**src/rtl/count_mode_arbiter_pkg.sv**
```systemverilog
// Shared types and constants for the count-mode arbiter slice:
// FSM state encoding, counter mode codes and the run counter width.
package count_arb_pkg;

   typedef enum logic [1:0] {
      IDLE = 2'b00,
      RUN  = 2'b01,
      GAP  = 2'b10
   } state_t;

   localparam logic [1:0] MODE_EVEN   = 2'b00;
   localparam logic [1:0] MODE_ODD    = 2'b01;
   localparam logic [1:0] MODE_LOAD15 = 2'b10;
   localparam logic [1:0] MODE_HOLD   = 2'b11;

   localparam int RUN_CNT_W = 5;

   // Saturating increment: the run counter sticks at all-ones instead of wrapping.
   function automatic logic [RUN_CNT_W-1:0] sat_inc(input logic [RUN_CNT_W-1:0] v);
      logic [RUN_CNT_W-1:0] r;
      if (&v) begin
         r = v;
      end else begin
         r = v + {{(RUN_CNT_W-1){1'b0}}, 1'b1};
      end
      return r;
   endfunction

   // One-hot two-bit vector from a requester index.
   function automatic logic [1:0] idx_to_oh(input logic idx);
      logic [1:0] r;
      if (idx) begin
         r = 2'b10;
      end else begin
         r = 2'b01;
      end
      return r;
   endfunction

endpackage

```
**src/rtl/count_mode_arbiter_if.sv**
```systemverilog
// Bus between the two requesters / mode counter and the count-mode arbiter.
// master: requester and counter side; slave: the arbiter.
interface count_mode_arbiter_if;

   logic [1:0] req;
   logic [1:0] mode0;
   logic [1:0] mode1;
   logic [3:0] target0;
   logic [3:0] target1;
   logic [3:0] z_in;
   logic [1:0] a_out;
   logic [1:0] gnt;
   logic [1:0] done;
   logic       aborted;

   modport master (
      output req, mode0, mode1, target0, target1, z_in,
      input  a_out, gnt, done, aborted
   );

   modport slave (
      input  req, mode0, mode1, target0, target1, z_in,
      output a_out, gnt, done, aborted
   );

endinterface

```
**src/rtl/count_mode_arbiter_rr_arb2.sv**
```systemverilog
// Two-way round-robin picker. The pointer names the requester that wins a
// tie; after a burst it is moved to the requester that was not served.
module rr_arb2 (
   input  logic       clk,
   input  logic       reset,
   input  logic [1:0] req,
   input  logic       update,
   input  logic       served,
   output logic [1:0] win,
   output logic       win_idx
);

   logic ptr_r;

   // Winner selection: a lone requester wins, a tie goes to the pointer.
   always_comb begin
      win = 2'b00;
      case (req)
         2'b01:   win = 2'b01;
         2'b10:   win = 2'b10;
         2'b11: begin
            if (ptr_r) begin
               win = 2'b10;
            end else begin
               win = 2'b01;
            end
         end
         default: win = 2'b00;
      endcase
      win_idx = win[1];
   end

   // Pointer register: hands priority to the other requester after a burst.
   always_ff @(posedge clk or posedge reset) begin
      if (reset) begin
         ptr_r <= 1'b0;
      end else if (update) begin
         ptr_r <= ~served;
      end else begin
         ptr_r <= ptr_r;
      end
   end

endmodule

```
**src/rtl/count_mode_arbiter.sv**
```systemverilog
// Round-robin arbiter and sequencer for the shared 4-bit even/odd mode
// counter. Grants one requester, steps the counter in the captured mode and
// holds it (A=11) in the very cycle Z reaches the target, so the counter is
// never stepped past it.
// Optional feature macro: COUNT_ARB_TIMEOUT_EN (RUN-cycle limit MAX_CYCLES).
module count_mode_arbiter
   import count_arb_pkg::*;
#(
   parameter int MAX_CYCLES = 16
) (
   input logic               clk,
   input logic               reset,
   count_mode_arbiter_if.slave bus
);

   state_t               state_r;
   logic [1:0]           gnt_r;
   logic [1:0]           done_r;
   logic                 aborted_r;
   logic [1:0]           mode_cap_r;
   logic [3:0]           target_cap_r;
   logic [RUN_CNT_W-1:0] run_cnt_r;
   logic                 sel_r;

   logic [1:0]           win_s;
   logic                 win_idx_s;
   logic [1:0]           mode_sel_s;
   logic [3:0]           target_sel_s;
   logic                 match_s;
   logic                 drop_s;
   logic                 timeout_s;
   logic                 term_s;
   logic                 arb_update_s;
   logic [1:0]           a_out_s;

   rr_arb2 u_rr_arb2 (
      .clk     (clk),
      .reset   (reset),
      .req     (bus.req),
      .update  (arb_update_s),
      .served  (sel_r),
      .win     (win_s),
      .win_idx (win_idx_s)
   );

   // Mode/target of the current arbitration winner, captured on grant.
   always_comb begin
      if (win_idx_s) begin
         mode_sel_s   = bus.mode1;
         target_sel_s = bus.target1;
      end else begin
         mode_sel_s   = bus.mode0;
         target_sel_s = bus.target0;
      end
   end

   // Match: dwell compares the RUN-cycle count, all other modes compare Z.
   always_comb begin
      match_s = 1'b0;
      if (mode_cap_r == MODE_HOLD) begin
         match_s = ({1'b0, target_cap_r} == run_cnt_r);
      end else begin
         match_s = (bus.z_in == target_cap_r);
      end
   end

   // Drop: the granted requester has released its request.
   always_comb begin
      if (sel_r) begin
         drop_s = ~bus.req[1];
      end else begin
         drop_s = ~bus.req[0];
      end
   end

`ifdef COUNT_ARB_TIMEOUT_EN
   localparam logic [RUN_CNT_W-1:0] RUN_LAST = RUN_CNT_W'(MAX_CYCLES - 1);

   // Timeout: the last allowed RUN cycle of this grant.
   always_comb begin
      timeout_s = (run_cnt_r == RUN_LAST);
   end
`else
   logic unused_cfg_s;
   assign unused_cfg_s = (MAX_CYCLES > 0);

   // Timeout disabled: bursts end only on match or drop.
   always_comb begin
      timeout_s = 1'b0;
   end
`endif

   // Burst termination and round-robin update; match outranks drop/timeout.
   always_comb begin
      if (state_r == RUN) begin
         term_s = match_s | drop_s | timeout_s;
      end else begin
         term_s = 1'b0;
      end
      arb_update_s = term_s;
   end

   // Counter mode: step in the captured mode unless the burst ends now.
   always_comb begin
      if ((state_r == RUN) && !term_s) begin
         a_out_s = mode_cap_r;
      end else begin
         a_out_s = MODE_HOLD;
      end
   end

   // Sequencer FSM with registered grant, done and aborted.
   always_ff @(posedge clk or posedge reset) begin
      if (reset) begin
         state_r      <= IDLE;
         gnt_r        <= 2'b00;
         done_r       <= 2'b00;
         aborted_r    <= 1'b0;
         mode_cap_r   <= MODE_HOLD;
         target_cap_r <= 4'd0;
         run_cnt_r    <= {RUN_CNT_W{1'b0}};
         sel_r        <= 1'b0;
      end else begin
         case (state_r)
            IDLE: begin
               done_r    <= 2'b00;
               aborted_r <= 1'b0;
               if (|win_s) begin
                  gnt_r        <= win_s;
                  sel_r        <= win_idx_s;
                  mode_cap_r   <= mode_sel_s;
                  target_cap_r <= target_sel_s;
                  run_cnt_r    <= {RUN_CNT_W{1'b0}};
                  state_r      <= RUN;
               end else begin
                  state_r <= IDLE;
               end
            end
            RUN: begin
               if (term_s) begin
                  gnt_r     <= 2'b00;
                  done_r    <= idx_to_oh(sel_r);
                  aborted_r <= ~match_s;
                  state_r   <= GAP;
               end else begin
                  run_cnt_r <= sat_inc(run_cnt_r);
                  state_r   <= RUN;
               end
            end
            GAP: begin
               done_r    <= 2'b00;
               aborted_r <= 1'b0;
               state_r   <= IDLE;
            end
            default: begin
               gnt_r     <= 2'b00;
               done_r    <= 2'b00;
               aborted_r <= 1'b0;
               state_r   <= IDLE;
            end
         endcase
      end
   end

   assign bus.a_out   = a_out_s;
   assign bus.gnt     = gnt_r;
   assign bus.done    = done_r;
   assign bus.aborted = aborted_r;

endmodule

```
**src/flat_wrapper.sv**
```systemverilog
// flat-port wrapper written by rule: the top's interface ports become plain ports
module count_mode_arbiter_flat import count_arb_pkg::*;
#(
   parameter int MAX_CYCLES = 16
)
  (clk, reset, bus_req, bus_mode0, bus_mode1, bus_target0, bus_target1, bus_z_in, bus_a_out, bus_gnt, bus_done, bus_aborted);
  count_mode_arbiter_if bus_i ();
  input logic clk;
  input logic reset;
  input wire logic [$bits(bus_i.req)-1:0] bus_req;
  input wire logic [$bits(bus_i.mode0)-1:0] bus_mode0;
  input wire logic [$bits(bus_i.mode1)-1:0] bus_mode1;
  input wire logic [$bits(bus_i.target0)-1:0] bus_target0;
  input wire logic [$bits(bus_i.target1)-1:0] bus_target1;
  input wire logic [$bits(bus_i.z_in)-1:0] bus_z_in;
  output wire logic [$bits(bus_i.a_out)-1:0] bus_a_out;
  output wire logic [$bits(bus_i.gnt)-1:0] bus_gnt;
  output wire logic [$bits(bus_i.done)-1:0] bus_done;
  output wire logic [$bits(bus_i.aborted)-1:0] bus_aborted;
  assign bus_i.req = bus_req;
  assign bus_i.mode0 = bus_mode0;
  assign bus_i.mode1 = bus_mode1;
  assign bus_i.target0 = bus_target0;
  assign bus_i.target1 = bus_target1;
  assign bus_i.z_in = bus_z_in;
  assign bus_a_out = bus_i.a_out;
  assign bus_gnt = bus_i.gnt;
  assign bus_done = bus_i.done;
  assign bus_aborted = bus_i.aborted;
  count_mode_arbiter #(.MAX_CYCLES(MAX_CYCLES)) u_core (.clk(clk), .reset(reset), .bus(bus_i));
endmodule
```
**config.mk**
```make
export PLATFORM = sky130hd
export DESIGN_NAME = count_mode_arbiter_flat
export DESIGN_NICKNAME = d
export VERILOG_FILES = /design/src/rtl/count_mode_arbiter_pkg.sv /design/src/rtl/count_mode_arbiter_if.sv /design/src/rtl/count_mode_arbiter_rr_arb2.sv /design/src/rtl/count_mode_arbiter.sv /design/src/flat_wrapper.sv
export SDC_FILE = /design/constraint.sdc
export NUM_CORES = 1
export LEC_CHECK = 0
export BUFFER_PORTS_ARGS = -buffer_cell sky130_fd_sc_hd__buf_2
export CAP_MARGIN = 20
export CELL_PAD_IN_SITES_DETAIL_PLACEMENT = 0
export CELL_PAD_IN_SITES_GLOBAL_PLACEMENT = 2
export CORE_ASPECT_RATIO = 0.9
export CORE_MARGIN = 3
export CORE_UTILIZATION = 32
export CTS_CLUSTER_DIAMETER = 100
export DETAILED_ROUTE_END_ITERATION = 12
export PLACE_DENSITY = 0.85
export SYNTH_ARGS = -nofsm -noshare
export SYNTH_HDL_FRONTEND = slang
export SYNTH_HIERARCHICAL = 1
export SYNTH_SLANG_ARGS = --single-unit
```
**constraint.sdc**
```tcl
create_clock -name clk -period 2.4 [get_ports clk]
set_input_delay 0.12 -clock clk [delete_from_list [all_inputs] [get_ports clk]]
set_output_delay 0.12 -clock clk [all_outputs]
set_load 0.1 [all_outputs]
```
==> flow_summary.yaml, run 1 <==
outcome:
  status: "complete, no violations"
clocking:
  cts_buffer_depth: 2
  numCtsBuffers: 3
  ctsHtreeMaxLevel: 1
  clk_pin_slew_ps: 80
  clk_latency_ps: 260
  root_buffer: "clkbuf_8"
  cts_tree: "yes"
  clock_sinks: 20
setup_path:
  crit_arrival_ps: 2180
  cp_max_fo: 6
  setup.worst_path.start_class: "flip-flop"
  path_class: "flip-flop to output pin"
  end_kind: "output pin"
  required_ps: 2280
synthesis:
  synth-seq-area-share_pct: 42.4
  synth_cell_types: 47
  yosysMostFrequentCell: "dfrtp_1"
  synth_area_um2: 1190
  netlist_instances: 125
  yosys_warnings: 6
  synth_nets: 147
  async_flop_share_pct: 100
  ys.flop_type: "dfrtp_1"
  yosys-top-cells-area: "dfrtp_1 38%, mux2i_1 6.8%, nand2_1 4.7%"
  avgSynthCellArea_um2: 9.49
  synth_edf_count: 0
  ys_ff_latch: 20
  yosys.area.top_type: "dfrtp_1"
  synth_common_cells: "18 x dfrtp_1, 15 x nand2_1, 8 x mux2i_1"
  synth_top_area_share_pct: 38.0
grt:
  grt_max_degree: 20
  grt.busiest_layer: "met2"
  grt_pass1_vias: 1040
  overflow: 0
  grt_util_met1_pct: 17.7
  grt_pass1_wl_um: 4920
  use_met2_pct: 23.0
  antenna_found_initial: 0
  grtUsageTotal_pct: 13.8
  grt_use_met3_pct: 2.83
run:
  drv_cap: 0
drt:
  dr.pass1.iters: 4
  vias: 1049
  routedWlPerCell_um: 14.2
  drc: 0
  drt_iter0_markers: 111
  drt_wl_total_um: 2870
  avgViaCountPerCell: 5.19
  ant_nets: 0
sta:
  max_freq_mhz: 434
  finClkSkew_ps: 1.24
  drv_slew: 0
  min_period_ps: 2300
  rsz0062_at_grt: "no"
  tns_ps: 0
  maxSlewHeadroom_pct: 51.8
  worst_slew_pin_slew_ps: 722
  post-route-period-util_pct: 96.0
  hold_viol_final: 0
  setup_viol_count_final: 0
cells_and_area:
  drive_above_1_share_pct: 32.3
  layout.nets: 181
  final-seq-area_um2: 503
  insertedDiodeCount: 0
  nFillCells: 341
  multi_input_area_um2: 654
  utilization_pct: 44.0
  syn_to_final_growth_pct: 28.9
worst_hold_path:
  hold_class: "input pin to flip-flop"
die:
  dieWidth_um: 70.2
  rows: 20
  fp.dieH_um: 63.8
  dieArea_um2: 4470
  io_pins: 27
  coreArea_um2: 3480
  initial_core_util_pct: 34.1
power:
  power.density_nw_per_um2: 1400
  peakVddDrop_mv: 0.705
  p_leak_uw: 0.000703
placed_design:
  place_congestion: 0.762
  io_buffers: 26
  hpwl_um: 2120
[registers in the layout, indices dropped and copies added, names as in the netlist]
signal	cells
u_core/state_r	2
u_core/sel_r	1
u_core/target_cap_r	4
u_core/mode_cap_r	2
u_core/bus.gnt	2
u_core/run_cnt_r	5
u_core/bus.done	2
u_core/bus.aborted	1
u_core/u_rr_arb2/ptr_r	1
[kinds of logic after synthesis]
logic type	Yosys count	share of synthesized area, %
DFF	20	42.4
AOI/OAI and AO/OA	31	18.5
adders and majority gates	2	2.11
xor gates and xnor gates	2	1.48
and+or+nand+nor	50	22.5
buffers and inverters	11	5.38
muxes	9	7.70
[final timing paths]
path,startpoint,end,slack [ps],cells after the start
max reg2reg,u_core/mode_cap_r[0],u_core/run_cnt_r[3],300,7
min reg2reg,u_core/mode_cap_r[0],u_core/mode_cap_r[0],500,2
min in group asynchronous,reset,u_core/u_rr_arb2/ptr_r,260,3
max in group asynchronous,reset,u_core/target_cap_r[3],1390,3
min,bus_target0[1],u_core/target_cap_r[1],130,3
max,u_core/mode_cap_r[0],bus_a_out[0],100,6
[layout make-up]
type	count	share of cell area (%)
Clock inverter	1	1.96
Sequential cell	20	32.9
Timing Repair Buffer	34	14.6
Clock buffer	3	2.70
Inverter	6	1.47
Multi-Input combinational cell	94	42.8
Tap cell	44	3.60
[timing repair]
| item | 4_1_cts | 5_1_grt |
|---|---|---|
| setup buffers | 0 | 2 |
| resized for setup | 2 | 4 |
| hold buffers | 1 | 0 |
| setup endpoints to repair | 2 | 2 |
| pin swaps | 0 | 2 |
| endpoints found under the hold margin | 1 | 0 |
[where the power goes]
group	internal, uW	total (uW)	leakage (uW)	switching, uW
clock	223	338	0.0000357	116
combinational	416	1200	0.000415	788
sequential	481	605	0.000252	124
[placed cells by master, fill, tap and decap left out, types with 3 or more instances in the layout]
master    count
o21ai_1       6
buf_4         7
nand3b_1      3
clkbuf_8      3
nand2b_1      3
buf_2        24
o21ai_0       6
nand3_1       3
nand4_1       3
dfrtp_1      18
mux2i_1       8
nand2_1      15
inv_1         6
nor2_1        5
nor3_1        3
[metal layers]
layer | wire (um) | up-vias
met5 | 0 | -
met2 | 1390 | 32
li1 | - | 516
met1 | 1290 | 495
met3 | 149 | 6
met4 | 34 | 0
[stage by stage]
| step | setup WS [ps] | total power [uW] | cell area (um2) | hold WS [ps] | cells |
|---|---|---|---|---|---|
| floorplan | 255 | 1470 | 1190 | -151 | 125 |
| global placement | 199 | 1710 | 1400 | -37.9 | 195 |
| detailed placement | 125 | 1730 | 1400 | -34.8 | 195 |
| CTS | 26.4 | 2100 | 1490 | 126 | 200 |
| global route | 2.17 | 2290 | 1530 | 157 | 202 |
| finish | 96.2 | 2150 | 1530 | 128 | 202 |
[worst max-delay path: stages (launching register included)]
cell      delay (ps)
dfstp_2          550
nand2_2          110
or4_4            560
o221ai_4         180
a31o_4           210
or3_2            140
buf_12           170
No activity file was read; power rests on OpenSTA's default activity.
==> run 2: changes to the inputs <==
Settings changed: CORE_UTILIZATION 32 to 29, PLACE_DENSITY 0.85 to 0.81.
Clock period 2.4 ns to 2.1 ns, I/O delays scaled along.
==> flow_summary.yaml, run 2 (same netlist as run 1, synthesis figures left out) <==
cells_and_area:
  nFillCells: 373
  final-seq-area_um2: 504
  multi_input_area_um2: 699
  insertedDiodeCount: 0
  final_cell_mix: "24 x buf_2, 17 x dfrtp_1, 14 x nand2_1, 13 x buf_4, 8 x mux2i_1"
  largest_reg_flops: 5
  syn_to_final_growth_pct: 40.9
  layout.nets: 191
  fin_cells: 214
  final_common_cell: "buf_2"
  top_register: "u_core/run_cnt_r"
  drive_above_1_share_pct: 39.3
  reg_top3: "u_core/run_cnt_r (5), u_core/target_cap_r (4)"
setup_path:
  r2r-start: "u_core/run_cnt_r[0]"
  worstPathCellList: "or2_0 -> a2111oi_4 -> nand3b_1 -> a31o_4 -> or3_4 -> buf_12"
  crit_path_top_delay_cell: "dfrtp_1"
  r2r-end: "u_core/run_cnt_r[3]"
  setup.worst_path.start_class: "flip-flop"
  cp_max_fo: 5
  r2r_slack_ps: -50
  required_ps: 2000
  r2r_cells: 9
  crit_arrival_ps: 2080
  end_kind: "output pin"
  slowest_delay_ps: 440
  path_class: "flip-flop to output pin"
clocking:
  clk_pin_slew_ps: 80
  clk_latency_ps: 260
  numCtsBuffers: 3
  ctsHtreeMaxLevel: 1
  cts_tree: "yes"
  clock_sinks: 20
  root_buffer: "clkbuf_8"
  cts_buffer_depth: 2
grt:
  grtUsageTotal_pct: 13.2
  antenna_found_initial: 0
  grt_pass1_wl_um: 5060
  overflow: 0
  grt_pass1_vias: 1099
  grt_max_degree: 20
outcome:
  violations: "setup timing"
  status: "complete, but fails checks"
sta:
  hold_viol_final: 0
  setup_ws_ps: -89.4
  setup_viol_count_final: 7
  worst_slew_pin_slew_ps: 742
  min_period_ps: 2190
  drv_slew: 0
  maxSlewHeadroom_pct: 50.5
  max_freq_mhz: 457
  post-route-period-util_pct: 104
  tns_ps: -323
  rsz0062_at_grt: "yes"
  finClkSkew_ps: 1.25
die:
  dieWidth_um: 73.4
  dieArea_um2: 4890
  fp.dieH_um: 66.7
  coreArea_um2: 3840
  rows: 21
  io_pins: 27
  initial_core_util_pct: 30.9
drt:
  ant_nets: 0
  routedWlPerCell_um: 14.0
  drt_iter0_markers: 77
  met3_length_um: 206
  drc: 0
  avgViaCountPerCell: 5.22
  dr.pass1.iters: 4
  met2_length_um: 1400
  drt_wl_total_um: 3000
  vias: 1118
  wl_met1_um: 1330
  top_layer: "met4"
placed_design:
  place_inst: 200
  hpwl_um: 2150
  place_congestion: 0.782
  io_buffers: 26
worst_hold_path:
  holdPathEnd: "u_core/target_cap_r[2]"
  hold_class: "input pin to flip-flop"
  hold_depth: 3
  min_from: "bus_target0[2]"
power:
  power.density_nw_per_um2: 1620
  peakVddDrop_mv: 1.10
  p_leak_uw: 0.000764
run:
  drv_cap: 0
## run 2: worst max-delay path, delay by kind of cell, from the launching register on
kind / cells / cell delay (ps)
DFF: 1 / 440
AOI/OAI and AO/OA: 2 / 360
and+or+nand+nor: 3 / 850
buffers and inverters: 1 / 180
## run 2: final cells by class
cell class / count / share of cell area, %
repair buffers: 44 / 18.9
flip-flops and latches: 20 / 30.2
multi-input cells: 94 / 41.8
well taps: 46 / 3.44
clock buffers: 3 / 2.47
clock inverters: 1 / 1.80
inverters: 6 / 1.35
## run 2: layer usage
layer | vias up | track usage (%)
met5 | - | 0
met1 | 530 | 17.9
li1 | 537 | -
met2 | 43 | 21.1
met3 | 8 | 2.11
met4 | 0 | 4.75
## run 2: per-stage QoR
stage / hold slack [ps] / total power (uW) / setup slack [ps] / utilization, % / cell area [um2]
2_1_floorplan: -166 / 1680 / -30.3 / - / 1190
3_3_place_gp: -51.7 / 1990 / -13.6 / 37.1 / 1430
3_5_place_dp: -49.9 / 2020 / -45.3 / 37.1 / 1430
4_1_cts: 118 / 2530 / -73.5 / 41.0 / 1570
5_1_grt: 135 / 2890 / -167 / 43.6 / 1670
6_report: 119 / 2700 / -89.4 / 43.6 / 1670
## run 2: repair_timing
item                       CTS  global route
pin swaps                    6             5
setup endpoints to repair    6            10
hold buffers                 1             0
hold endpoints to repair    10             0
resized for setup            5            13
setup buffers                6             5
## run 2: how the worst max path moves through the flow
stage / start / endpoint / slack, ps / depth (start not counted)
6_report: u_core/target_cap_r[3] / bus_a_out[1] / -90 / 6
5_1_grt: u_core/target_cap_r[3] / bus_a_out[1] / -170 / 6
4_1_cts: u_core/run_cnt_r[0] / bus_a_out[1] / -70 / 6
3_5_place_dp: u_core/mode_cap_r[0] / u_core/run_cnt_r[3] / -50 / 7
3_3_place_gp: u_core/mode_cap_r[0] / u_core/run_cnt_r[3] / -10 / 7
2_1_floorplan: u_core/mode_cap_r[0] / bus_a_out[0] / -30 / 6
## run 2: power breakdown
part	internal, uW	total, uW	switching [uW]
registers	550	679	129
logic	646	1630	988
clock network	254	387	133
total	1450	2700	1250
==> run 3: changes to the inputs <==
Settings changed: CORE_MARGIN 3 to 10, RECOVER_POWER set to 25.
==> flow_summary.yaml, run 3 (same netlist as run 1, synthesis figures left out) <==
sta:
  setup_ws_ps: -95.1
  max_freq_mhz: 456
  rsz0062_at_grt: "yes"
  hold_slack_ps: 120
  setup_viol_count_final: 2
  post-route-period-util_pct: 105
  drv_slew: 0
  hold_viol_final: 0
  worst_slew_pin_slew_ps: 774
  maxSlewHeadroom_pct: 48.3
  min_period_ps: 2200
  finClkSkew_ps: 2.43
die:
  rows: 21
  dieArea_um2: 7050
  initial_core_util_pct: 30.9
  coreArea_um2: 3840
  fp.dieH_um: 80.7
  io_pins: 27
  dieWidth_um: 87.4
setup_path:
  required_ps: 2000
  path_class: "flip-flop to output pin"
  end_kind: "output pin"
  r2r_slack_ps: 10
  cp_max_fo: 5
  crit_arrival_ps: 2090
  setup.worst_path.start_class: "flip-flop"
cells_and_area:
  final_cell_mix: "24 x buf_2, 18 x dfrtp_1, 15 x nand2_1, 12 x buf_4, 8 x mux2i_1"
  layout.nets: 187
  insertedDiodeCount: 0
  largest_reg_flops: 5
  final_common_cell: "buf_2"
  reg_top3: "u_core/run_cnt_r (5), u_core/target_cap_r (4)"
  top_register: "u_core/run_cnt_r"
  drive_above_1_share_pct: 35.4
  syn_to_final_growth_pct: 33.2
  fin_cells: 210
  nFillCells: 381
drt:
  routedWlPerCell_um: 15.0
  vias: 1062
  drt_iter0_markers: 74
  ant_nets: 0
  dr.pass1.iters: 4
  drc: 0
  avgViaCountPerCell: 5.06
  drt_wl_total_um: 3160
grt:
  grt_max_degree: 20
  grt_pass1_vias: 1151
  grtUsageTotal_pct: 9.42
  grt_pass1_wl_um: 5400
  antenna_found_initial: 0
  overflow: 0
outcome:
  violations: "setup timing"
  status: "complete, but fails checks"
clocking:
  cts_tree: "yes"
  root_buffer: "clkbuf_8"
  cts_buffer_depth: 2
  numCtsBuffers: 3
  ctsHtreeMaxLevel: 1
  clk_latency_ps: 260
  clock_sinks: 20
  clk_pin_slew_ps: 70
placed_design:
  place_congestion: 0.769
  io_buffers: 26
  place_inst: 202
  place_ws_ps: -22.2
  hpwl_um: 2420
worst_hold_path:
  hold_class: "input pin to flip-flop"
power:
  p_leak_uw: 0.000727
  peakVddDrop_mv: 0.899
  power.density_nw_per_um2: 1560
run:
  drv_cap: 0
-- run 3: layout make-up --
class,count,area (um2),share of cell area (%)
Multi-Input combinational cell,94,681,43.1
Sequential cell,20,503,31.8
Timing Repair Buffer,40,272,17.2
Tap cell,46,57.6,3.64
Clock buffer,4,45.0,2.85
Inverter,6,22.5,1.43
-- run 3: power breakdown --
group	switching (uW)	total (uW)	internal (uW)
sequential	138	689	550
combinational	946	1520	570
clock	127	262	135
total	1210	2470	1260
-- run 3: routing by layer --
layer	share of wire (%)	global-route usage, %	vias to the layer above
li1	-	-	525
met1	45	10.8	507
met2	48	15.7	24
met3	5.7	3.13	6
met4	1.5	3.82	0
met5	0	0	-
-- run 3: path summary, 6_finish.rpt --
check                                       startpoint                endpoint  cells past startpoint
worst max register to register  u_core/target_cap_r[0]     u_core/run_cnt_r[0]                      7
max in group asynchronous                        reset     u_core/run_cnt_r[3]                      3
min in group asynchronous                        reset  u_core/u_rr_arb2/ptr_r                      3
worst min-delay path                    bus_target0[1]  u_core/target_cap_r[1]                      3
worst min register to register  u_core/target_cap_r[2]  u_core/target_cap_r[2]                      2
worst max-delay path              u_core/mode_cap_r[0]            bus_a_out[1]                      7
-- run 3: stage by stage --
stage,area [um2],utilization [%],power (uW),TNS (ps)
final,1580,41.2,2470,-170
after floorplan,1190,-,1680,-60.5
after detailed placement,1440,37.5,2040,-82.0
after CTS,1540,40.2,2390,-130
after global placement,1440,37.5,2010,0
after global routing,1580,41.2,2630,-483
-- run 3: worst max-delay path, stage by stage, from the launching register on --
cell	delay, ps
dfstp_2	540
nand2_2	60
buf_6	130
nand4_1	110
nand3b_1	130
a31o_4	280
or3_4	400
buf_12	170
-- run 3: repair_timing --
item                                    in CTS  in global routing
endpoints found under the hold margin        1                  0
endpoints found under the setup margin       9                  8
hold buffers                                 1                  0
buffers inserted                             2                  2
gates resized for setup                      8                  5
pin swaps                                    4                  5
